## config.mk

```make
export PLATFORM = sky130hd
export DESIGN_NAME = hazard_stall_unit_flat
export DESIGN_NICKNAME = d
export VERILOG_FILES = /design/src/rtl/hazard_stall_unit_if.sv /design/src/rtl/hazard_stall_unit.sv /design/src/flat_wrapper.sv
export SDC_FILE = /design/constraint.sdc
export NUM_CORES = 1
export LEC_CHECK = 0
export BUFFER_PORTS_ARGS = -buffer_cell sky130_fd_sc_hd__buf_2
export CAP_MARGIN = 20
export CELL_PAD_IN_SITES_DETAIL_PLACEMENT = 1
export CELL_PAD_IN_SITES_GLOBAL_PLACEMENT = 1
export CORE_ASPECT_RATIO = 1.2
export CORE_MARGIN = 10
export CORE_UTILIZATION = 37
export DETAILED_ROUTE_END_ITERATION = 7
export HOLD_SLACK_MARGIN = 0.02
export PLACE_DENSITY = 0.84
export SYNTH_ARGS = -nofsm -noshare
export SYNTH_HDL_FRONTEND = slang
export SYNTH_SLANG_ARGS = --single-unit
```

## constraint.sdc

```tcl
create_clock -name clk -period 2.3 [get_ports clk]
set_input_delay 0.575 -clock clk [delete_from_list [all_inputs] [get_ports clk]]
set_output_delay 0.575 -clock clk [all_outputs]
set_load 0.005 [all_outputs]
```

## src/rtl/hazard_stall_unit_if.sv

```systemverilog
// hazard_stall_unit_if: hazard detection inputs from the pipeline and stall/flush controls back to it.
interface hazard_stall_unit_if #(
  parameter int REG_W = 5,
  parameter int CNT_W = 16
);
  logic MemRead_ex;
  logic [REG_W-1:0] Rd_ex;
  logic [REG_W-1:0] regA_id;
  logic [REG_W-1:0] regB_id;
  logic useA_id;
  logic useB_id;
  logic br_taken_ex;
  logic dmem_wait;
  logic cnt_clear;
  logic pc_write;
  logic ifid_write;
  logic ifid_flush;
  logic idex_bubble;
  logic pipe_hold;
  logic busy;
  logic [CNT_W-1:0] stall_count;
  modport master (
    output MemRead_ex, Rd_ex, regA_id, regB_id, useA_id, useB_id, br_taken_ex, dmem_wait, cnt_clear,
    input pc_write, ifid_write, ifid_flush, idex_bubble, pipe_hold, busy, stall_count
  );
  modport slave (
    input MemRead_ex, Rd_ex, regA_id, regB_id, useA_id, useB_id, br_taken_ex, dmem_wait, cnt_clear,
    output pc_write, ifid_write, ifid_flush, idex_bubble, pipe_hold, busy, stall_count
  );
endinterface

```

## src/rtl/hazard_stall_unit.sv

```systemverilog
// hazard_stall_unit: load-use stalls, taken-branch flushes, memory-wait freeze and a saturating stall counter.
module hazard_stall_unit #(
  parameter int REG_W = 5,
  parameter int ZERO_REG = 31,
  parameter int BR_FLUSH = 2,
  parameter int CNT_W = 16
) (
  input logic clk,
  input logic rst_n,
  hazard_stall_unit_if.slave hz
);
  typedef enum logic {RUN, FLUSH} state_t;
  state_t state, nextState;
  logic [2:0] fcnt, nextFcnt;
  logic [CNT_W-1:0] stallCnt;
  logic luHit, stallCyc;
  assign luHit = hz.MemRead_ex && (hz.Rd_ex != REG_W'(ZERO_REG)) &&
                 ((hz.useA_id && hz.regA_id == hz.Rd_ex) || (hz.useB_id && hz.regB_id == hz.Rd_ex));
  always_ff @(posedge clk or negedge rst_n)
    if (!rst_n) begin
      state <= RUN;
      fcnt <= '0;
    end else begin
      state <= nextState;
      fcnt <= nextFcnt;
    end
  // Reset forces a NOP into both front registers while the PC is held.
  always_comb begin
    nextState = state;
    nextFcnt = fcnt;
    hz.pc_write = 1'b1;
    hz.ifid_write = 1'b1;
    hz.ifid_flush = 1'b0;
    hz.idex_bubble = 1'b0;
    hz.pipe_hold = 1'b0;
    stallCyc = 1'b0;
    if (!rst_n) begin
      hz.pc_write = 1'b0;
      hz.ifid_write = 1'b0;
      hz.ifid_flush = 1'b1;
      hz.idex_bubble = 1'b1;
    end else if (hz.dmem_wait) begin
      hz.pipe_hold = 1'b1;
      hz.pc_write = 1'b0;
      hz.ifid_write = 1'b0;
      stallCyc = 1'b1;
    end else if (state == FLUSH) begin
      hz.ifid_flush = 1'b1;
      hz.idex_bubble = 1'b1;
      stallCyc = 1'b1;
      nextFcnt = fcnt - 3'd1;
      nextState = (fcnt == 3'd1) ? RUN : FLUSH;
    end else if (hz.br_taken_ex) begin
      hz.ifid_flush = 1'b1;
      hz.idex_bubble = 1'b1;
      stallCyc = 1'b1;
      if (BR_FLUSH > 1) begin
        nextState = FLUSH;
        nextFcnt = 3'(BR_FLUSH - 1);
      end
    end else if (luHit) begin
      hz.pc_write = 1'b0;
      hz.ifid_write = 1'b0;
      hz.idex_bubble = 1'b1;
      stallCyc = 1'b1;
    end
  end
  always_ff @(posedge clk or negedge rst_n)
    if (!rst_n) stallCnt <= '0;
    else if (hz.cnt_clear) stallCnt <= '0;
    else if (stallCyc && stallCnt != '1) stallCnt <= stallCnt + 1'b1;
  assign hz.stall_count = stallCnt;
  assign hz.busy = (state == FLUSH);
endmodule

```

## src/flat_wrapper.sv

```systemverilog
// flat-port wrapper written by rule: the top's interface ports become plain ports
module hazard_stall_unit_flat 
#(
  parameter int REG_W = 5,
  parameter int ZERO_REG = 31,
  parameter int BR_FLUSH = 2,
  parameter int CNT_W = 16
)
  (clk, rst_n, hz_MemRead_ex, hz_Rd_ex, hz_regA_id, hz_regB_id, hz_useA_id, hz_useB_id, hz_br_taken_ex, hz_dmem_wait, hz_cnt_clear, hz_pc_write, hz_ifid_write, hz_ifid_flush, hz_idex_bubble, hz_pipe_hold, hz_busy, hz_stall_count);
  hazard_stall_unit_if #(.REG_W(REG_W), .CNT_W(CNT_W)) hz_i ();
  input logic clk;
  input logic rst_n;
  input wire logic [$bits(hz_i.MemRead_ex)-1:0] hz_MemRead_ex;
  input wire logic [$bits(hz_i.Rd_ex)-1:0] hz_Rd_ex;
  input wire logic [$bits(hz_i.regA_id)-1:0] hz_regA_id;
  input wire logic [$bits(hz_i.regB_id)-1:0] hz_regB_id;
  input wire logic [$bits(hz_i.useA_id)-1:0] hz_useA_id;
  input wire logic [$bits(hz_i.useB_id)-1:0] hz_useB_id;
  input wire logic [$bits(hz_i.br_taken_ex)-1:0] hz_br_taken_ex;
  input wire logic [$bits(hz_i.dmem_wait)-1:0] hz_dmem_wait;
  input wire logic [$bits(hz_i.cnt_clear)-1:0] hz_cnt_clear;
  output wire logic [$bits(hz_i.pc_write)-1:0] hz_pc_write;
  output wire logic [$bits(hz_i.ifid_write)-1:0] hz_ifid_write;
  output wire logic [$bits(hz_i.ifid_flush)-1:0] hz_ifid_flush;
  output wire logic [$bits(hz_i.idex_bubble)-1:0] hz_idex_bubble;
  output wire logic [$bits(hz_i.pipe_hold)-1:0] hz_pipe_hold;
  output wire logic [$bits(hz_i.busy)-1:0] hz_busy;
  output wire logic [$bits(hz_i.stall_count)-1:0] hz_stall_count;
  assign hz_i.MemRead_ex = hz_MemRead_ex;
  assign hz_i.Rd_ex = hz_Rd_ex;
  assign hz_i.regA_id = hz_regA_id;
  assign hz_i.regB_id = hz_regB_id;
  assign hz_i.useA_id = hz_useA_id;
  assign hz_i.useB_id = hz_useB_id;
  assign hz_i.br_taken_ex = hz_br_taken_ex;
  assign hz_i.dmem_wait = hz_dmem_wait;
  assign hz_i.cnt_clear = hz_cnt_clear;
  assign hz_pc_write = hz_i.pc_write;
  assign hz_ifid_write = hz_i.ifid_write;
  assign hz_ifid_flush = hz_i.ifid_flush;
  assign hz_idex_bubble = hz_i.idex_bubble;
  assign hz_pipe_hold = hz_i.pipe_hold;
  assign hz_busy = hz_i.busy;
  assign hz_stall_count = hz_i.stall_count;
  hazard_stall_unit #(.REG_W(REG_W), .ZERO_REG(ZERO_REG), .BR_FLUSH(BR_FLUSH), .CNT_W(CNT_W)) u_core (.clk(clk), .rst_n(rst_n), .hz(hz_i));
endmodule
```

=== Yosys cells after proc, flatten, opt, wreduce, memory -nomap -nowiden ===
Index checks and enable logic that the tools add are counted.

* Flip-flop bits (word level): 20
* Bits in latches: 0
* Bits in writable memories: 0
* Bits in read-only memories: 0
* Word-level logic and storage cells: 45
* Memories: 0

* Add/subtract/negate cells: 2
* Multiply operators: 0
* Divide/modulo/power cells: 0
* $lt $le $gt $ge: 0
* Equal/unequal tests: 5
* Shift operators: 0
* Muxes and demuxes: 24
* Bitwise gates (word level): 1
* Reductions and logical operators: 10

{| class="wikitable"
|+ Operator list
! kind !! count
|-
| $mux W16 || 2
|-
| $mux W1 || 20
|-
| $add A16 B1 Y16 const B || 1
|-
| $ne A16 B16 Y1 const B || 1
|-
| $eq A5 B5 Y1 || 2
|-
| $mux W3 || 2
|-
| $logic_and A1 B1 Y1 || 5
|-
| $ne A5 B5 Y1 const B || 1
|-
| $reduce_bool A2 Y1 || 2
|-
| $eq A3 B1 Y1 const B || 1
|-
| $reduce_and A3 Y1 || 1
|-
| $sub A3 B1 Y3 const B || 1
|-
| $reduce_and A2 Y1 || 1
|-
| $logic_or A1 B1 Y1 || 1
|-
| $not A1 Y1 || 1
|}

=== Logic depth before layout (Yosys ltp) ===
* Depth in word-level cells: 12
* Gate-level depth with buffers: 9
* Mapped depth without buffers: 7

=== Worst setup path before layout ===
Ideal clock, no wire load.

* Path type: flip-flop to flip-flop
* Start: register u_core.stallCnt[0] (netlist: u_core.hz.stall_count[0])
* End: register u_core.stallCnt[15] (netlist: u_core.hz.stall_count[15])
* Library setup time: 0.125 ns
* Arrival time: 1.957 ns
* Data required time: 2.175 ns
* Path slack: 0.217 ns
* Stages on the path, launching flop included: 9
* Period minus slack after synthesis: 2.083 ns
* Path through: dfrtp_1 -> ha_1 -> and3_1 -> and3_1 -> nand2_1 -> o21ai_2 -> buf_4 -> nor4b_2 -> mux2_4

* Longest elaborated chain between the ends: 3
* Elaborated cells between the ends (all ways): 6
* Those cells by class: add/sub: 1; eq/ne: 1; mux: 2; reduce/logical: 2

{| class="wikitable"
|+ Ends and longest elaborated chain
! what !! line !! text
|-
| start, declared || hazard_stall_unit.sv:15 || <nowiki>logic [CNT_W-1:0] stallCnt;</nowiki>
|-
| start signal, assigned || hazard_stall_unit.sv:71 || <nowiki>else if (stallCyc && stallCnt != '1) stallCnt <= stallCnt + 1'b1;</nowiki>
|-
| $add A16 B1 Y16 / $ne A16 B16 Y1 (equally long branches) || hazard_stall_unit.sv:71 ||
|-
| $mux W16 / $logic_and A1 B1 Y1 (equally long branches) || hazard_stall_unit.sv:71 ||
|-
| $mux W16 / $reduce_bool A2 Y1 (equally long branches) || n/a ||
|}

Parallel ways exist; a longest one is shown, timed or not. The select of a mux whose other input is x is not followed.
A chain may end at the register's enable or synchronous reset.

=== Worst setup path in the final report ===
* Start: input port hz_Rd_ex[4]
* End: output port hz_idex_bubble

* Longest elaborated chain between the ends: 9
* Elaborated cells between the ends (all ways): 13
* Those cells by class: eq/ne: 3; mux: 5; reduce/logical: 5

{| class="wikitable"
|+ Ends and longest elaborated chain
! what !! line !! text
|-
| start, declared || flat_wrapper.sv:14 || <nowiki>input wire logic [$bits(hz_i.Rd_ex)-1:0] hz_Rd_ex;</nowiki>
|-
| $eq A5 B5 Y1 || hazard_stall_unit.sv:18 || <nowiki>((hz.useA_id && hz.regA_id == hz.Rd_ex) || (hz.useB_id && hz.regB_id == hz.Rd_ex));</nowiki>
|-
| $logic_and A1 B1 Y1 || hazard_stall_unit.sv:18 ||
|-
| $logic_or A1 B1 Y1 || hazard_stall_unit.sv:18 ||
|-
| $logic_and A1 B1 Y1 * || hazard_stall_unit.sv:17 || <nowiki>assign luHit = hz.MemRead_ex && (hz.Rd_ex != REG_W'(ZERO_REG)) &&</nowiki>
|-
| $mux W1 * || hazard_stall_unit.sv:61 || <nowiki>end else if (luHit) begin</nowiki>
|-
| $mux W1 * || hazard_stall_unit.sv:53 || <nowiki>end else if (hz.br_taken_ex) begin</nowiki>
|-
| $mux W1 * || hazard_stall_unit.sv:47 || <nowiki>end else if (state == FLUSH) begin</nowiki>
|-
| $mux W1 * || hazard_stall_unit.sv:42 || <nowiki>end else if (hz.dmem_wait) begin</nowiki>
|-
| $mux W1 * || hazard_stall_unit.sv:37 || <nowiki>if (!rst_n) begin</nowiki>
|-
| end, declared || flat_wrapper.sv:25 || <nowiki>output wire logic [$bits(hz_i.idex_bubble)-1:0] hz_idex_bubble;</nowiki>
|}

Mark *: on every way between the ends. The rest lies on a longest branch, timed or not.

==> run_results.csv <==
group,metric,value,unit
synthesis,syn_inst,150,
clock_network,root_buffer,"clkbuf_8",
synthesis,ys.flop_type,"dfrtp_1",
critical_path,crit_path_end,"hz_idex_bubble",
run_status,outcome,"finished, violations left",
pwr,pwr_density_cell,535,mW/mm2
final_layout,layout-drive-gt1-share,39.4,%
pwr,power,0.995,mW
placement,dp_hpwl,3.53,mm
worst_hold_path,hold_class,"input port to async pin",
pwr,seqPwrFrac,44.4,%
clock_network,clk_latency,0.26,ns
critical_path,r2r-end,"u_core.hz.stall_count[10]",
critical_path,end_kind,"primary output",
routing,routed_via_density,5.56,
synthesis,ys_types,40,
final_layout,nets,225,
final_layout,num_antenna_cells,0,
critical_path,critPathKind,"input port to primary output",
routing,antenna_left,0,
clock_network,cts_buffers,3,
synthesis,synth-seq-cells,20,
sta,fmax,421,MHz
routing,dr.first_iter.drc_count,54,
sta,fin_crit,2.37,ns
synthesis,synth_edf_count,0,
routing,drt_wl_total,4.80,mm
clock_network,cts_tree,"done",
grt,antenna_found_initial,0,
sta,relSlewSlack,73.4,%
clock_network,cts.hold.buffers_added,0,
synthesis,synth_nets,176,
clock_network,cts_buffer_depth,2,
critical_path,slowest_delay,0.21,ns
grt,grt_pass1_vias,1497,
synthesis,yosysMostFrequentCell,"dfrtp_1",
final_layout,syn_to_final_growth,33.5,%
run_status,violations,"negative setup slack",
critical_path,worstSetupStartpoint,"hz_Rd_ex[4]",
grt,grt_overflow,0,
sta,fin_crit_sh,103,%
pwr,p_comb_share,27.7,%
critical_path,reg2regPathDepth,8,
synthesis,synth_commonest_cells,"dfrtp_1, a21oi_1, nand2_1",
sta,setup_viol,1,
synthesis,synth.avg_cell_area,9.28,um2
placement,gp_congestion,0.852,
pwr,p_leak,0.810,nW
grt,grt_pass1_wl,7.34,mm
synthesis,yosysSeqAreaShare,36.0,%
die,initial_utilization,38.3,%
routing,routed-via-count,1391,
job,cap_violations,0,
die,coreArea,0.00363,mm2
die,fp-row-count,24,
sta,finClkSkew,0.00565,ns
pwr,p_sw,0.318,mW
routing,drc,0,
sta,rsz0062_at_grt,"true",
die,ios,45,
critical_path,r2r-start,"u_core.hz.stall_count[0]",
pwr,clkPwrFrac,27.9,%
synthesis,yosysWarnings,0,
die,die_h,87.2,um
grt,track_usage,13.3,%
critical_path,cp_cell_sequence,"buf_6, xnor2_1, nand4_1, o22ai_2, and2_4, nor3_4, o21ai_1, buf_2",
clock_network,clock_sinks,20,
critical_path,worstPathRequired,1.73,ns
sta,setup_tns,-0.0726,ns
sta,slew_violations,0,
final_layout,final_util,51.1,%
critical_path,cp_max_fo,3,
sta,layout_setup_ws,-0.0726,ns
critical_path,cp-start-kind,"input port",
synthesis,yosysTopAreaCell,"dfrtp_1",
critical_path,r2r_slack,0.11,ns
synthesis,async_flop_share,100,%
grt,grt_max_degree,27,
sta,hold_viol,0,
placement,placement.io_buffers,44,
synthesis,synthTopCellsByArea,"dfrtp_1, xnor2_1, or4_1",
die,die_width,76.0,um
sta,tightest_slew,0.399,ns
pwr,internal-power,0.677,mW
clock_network,clk_pin_slew,0.07,ns
pwr,switching_share,31.9,%
synthesis,syn_area,0.00139,mm2
critical_path,critical-path-slowest-cell,"xnor2_1",
clock_network,htree_levels,1,
synthesis,netlist.area_leader.share,36.0,%
die,die-area,0.00662,mm2
routing,first_pass_iters,4,
critical_path,cp.arrival,1.80,ns
routing,wl_per_cell,19.2,um
pwr,ir_drop,258,uV
sequential cells by signal, indices dropped and copies added, names as in the netlist:
register and flops:
u_core.fcnt 3, u_core.hz.stall_count 16, u_core.hz.busy 1
per-stage QoR:
stage / hold WS (ns) / cells / cell area, um2 / setup WS, ns
after CTS: 0.155 / 248 / 1740 / 0.000383
after detailed placement: 0.434 / 243 / 1670 / -0.127
after global placement: 0.433 / 243 / 1670 / 0.00243
after global routing: 0.159 / 250 / 1860 / -0.127
final: 0.159 / 250 / 1860 / -0.0726
after floorplan: 0.279 / 150 / 1390 / 0.217
layout by cell type, fill, tap and decap left out, types with 3 or more instances in the layout:
| cell type | instances |
|---|---|
| inv_1 | 4 |
| nand4_1 | 3 |
| o21ai_1 | 3 |
| buf_2 | 37 |
| a21oi_2 | 3 |
| nor2b_1 | 4 |
| o31ai_1 | 10 |
| mux2_2 | 3 |
| buf_4 | 8 |
| buf_6 | 5 |
| and3_1 | 5 |
| clkbuf_8 | 4 |
| or4_1 | 11 |
| a21oi_1 | 12 |
| ha_1 | 3 |
| nand3_1 | 10 |
| xnor2_2 | 5 |
| nor2_1 | 6 |
| nand2_1 | 12 |
| xnor2_1 | 4 |
| o21ai_0 | 5 |
| dfrtp_1 | 19 |
critical path: cells and delay by family:
family,cells,cell delay [ns]
AO/OA/AOI/OAI,2,0.35
XOR/XNOR,1,0.21
buffers and inverters,2,0.25
AND/OR/NAND/NOR,3,0.41
power groups by stage:
| stage | combinational, mW | sequential [mW] | clock [mW] |
|---|---|---|---|
| detailed placement | 0.246 | 0.443 | 0 |
| global route | 0.309 | 0.448 | 0.298 |
| global placement | 0.224 | 0.437 | 0 |
| finish | 0.276 | 0.442 | 0.277 |
| CTS | 0.249 | 0.437 | 0.283 |
| floorplan | 0.176 | 0.416 | 0 |
metal layers:
metal | track usage (%) | share of wire, % | up-vias | wire (um)
met4 | 5.52 | 1.7 | 0 | 84
met2 | 24.1 | 54 | 47 | 2600
met1 | 14.6 | 40 | 680 | 1910
met5 | 0 | 0 | - | 0
li1 | - | - | 656 | -
met3 | 3.00 | 4.2 | 8 | 204
repair_timing:
| action | CTS | global route |
|---|---|---|
| gates resized for setup | 1 | 24 |
| pin swaps | 1 | 9 |
| endpoints found under the setup margin | 3 | 12 |
| setup buffers | 1 | 2 |
worst min-delay path by stage:
| stage | slack, ns | to | cells after the start | start |
|---|---|---|---|---|
| final | 0.16 | u_core.fcnt[1] | 1 | rst_n |
| after global routing | 0.16 | u_core.fcnt[1] | 1 | rst_n |
| after CTS | 0.16 | u_core.fcnt[1] | 1 | rst_n |
| after detailed placement | 0.43 | u_core.fcnt[1] | 1 | rst_n |
| after global placement | 0.43 | u_core.fcnt[1] | 1 | rst_n |
| after floorplan | 0.28 | u_core.fcnt[0] | 0 | rst_n |
layout make-up:
cell class              instances  area (um2)
inverters                       4        15.0
flip-flops and latches         20         502
fillers                       432        1780
clock buffers                   4        55.1
well taps                      52        65.1
multi-input cells             118         885
repair buffers                 52         337
cell families (layout without fill, tap and decap cells):
family	count (synthesis)	after routing	synth area share (%)
and+or+nand+nor	60	60	25.0
AOI/OAI and AO/OA	41	41	21.0
DFF	20	20	36.0
buffers and inverters	12	60	5.48
xor gates and xnor gates	10	10	6.29
muxes	4	4	3.51
adders and majority gates	3	3	2.70
Note: power is estimated with default switching activity, not from simulation.
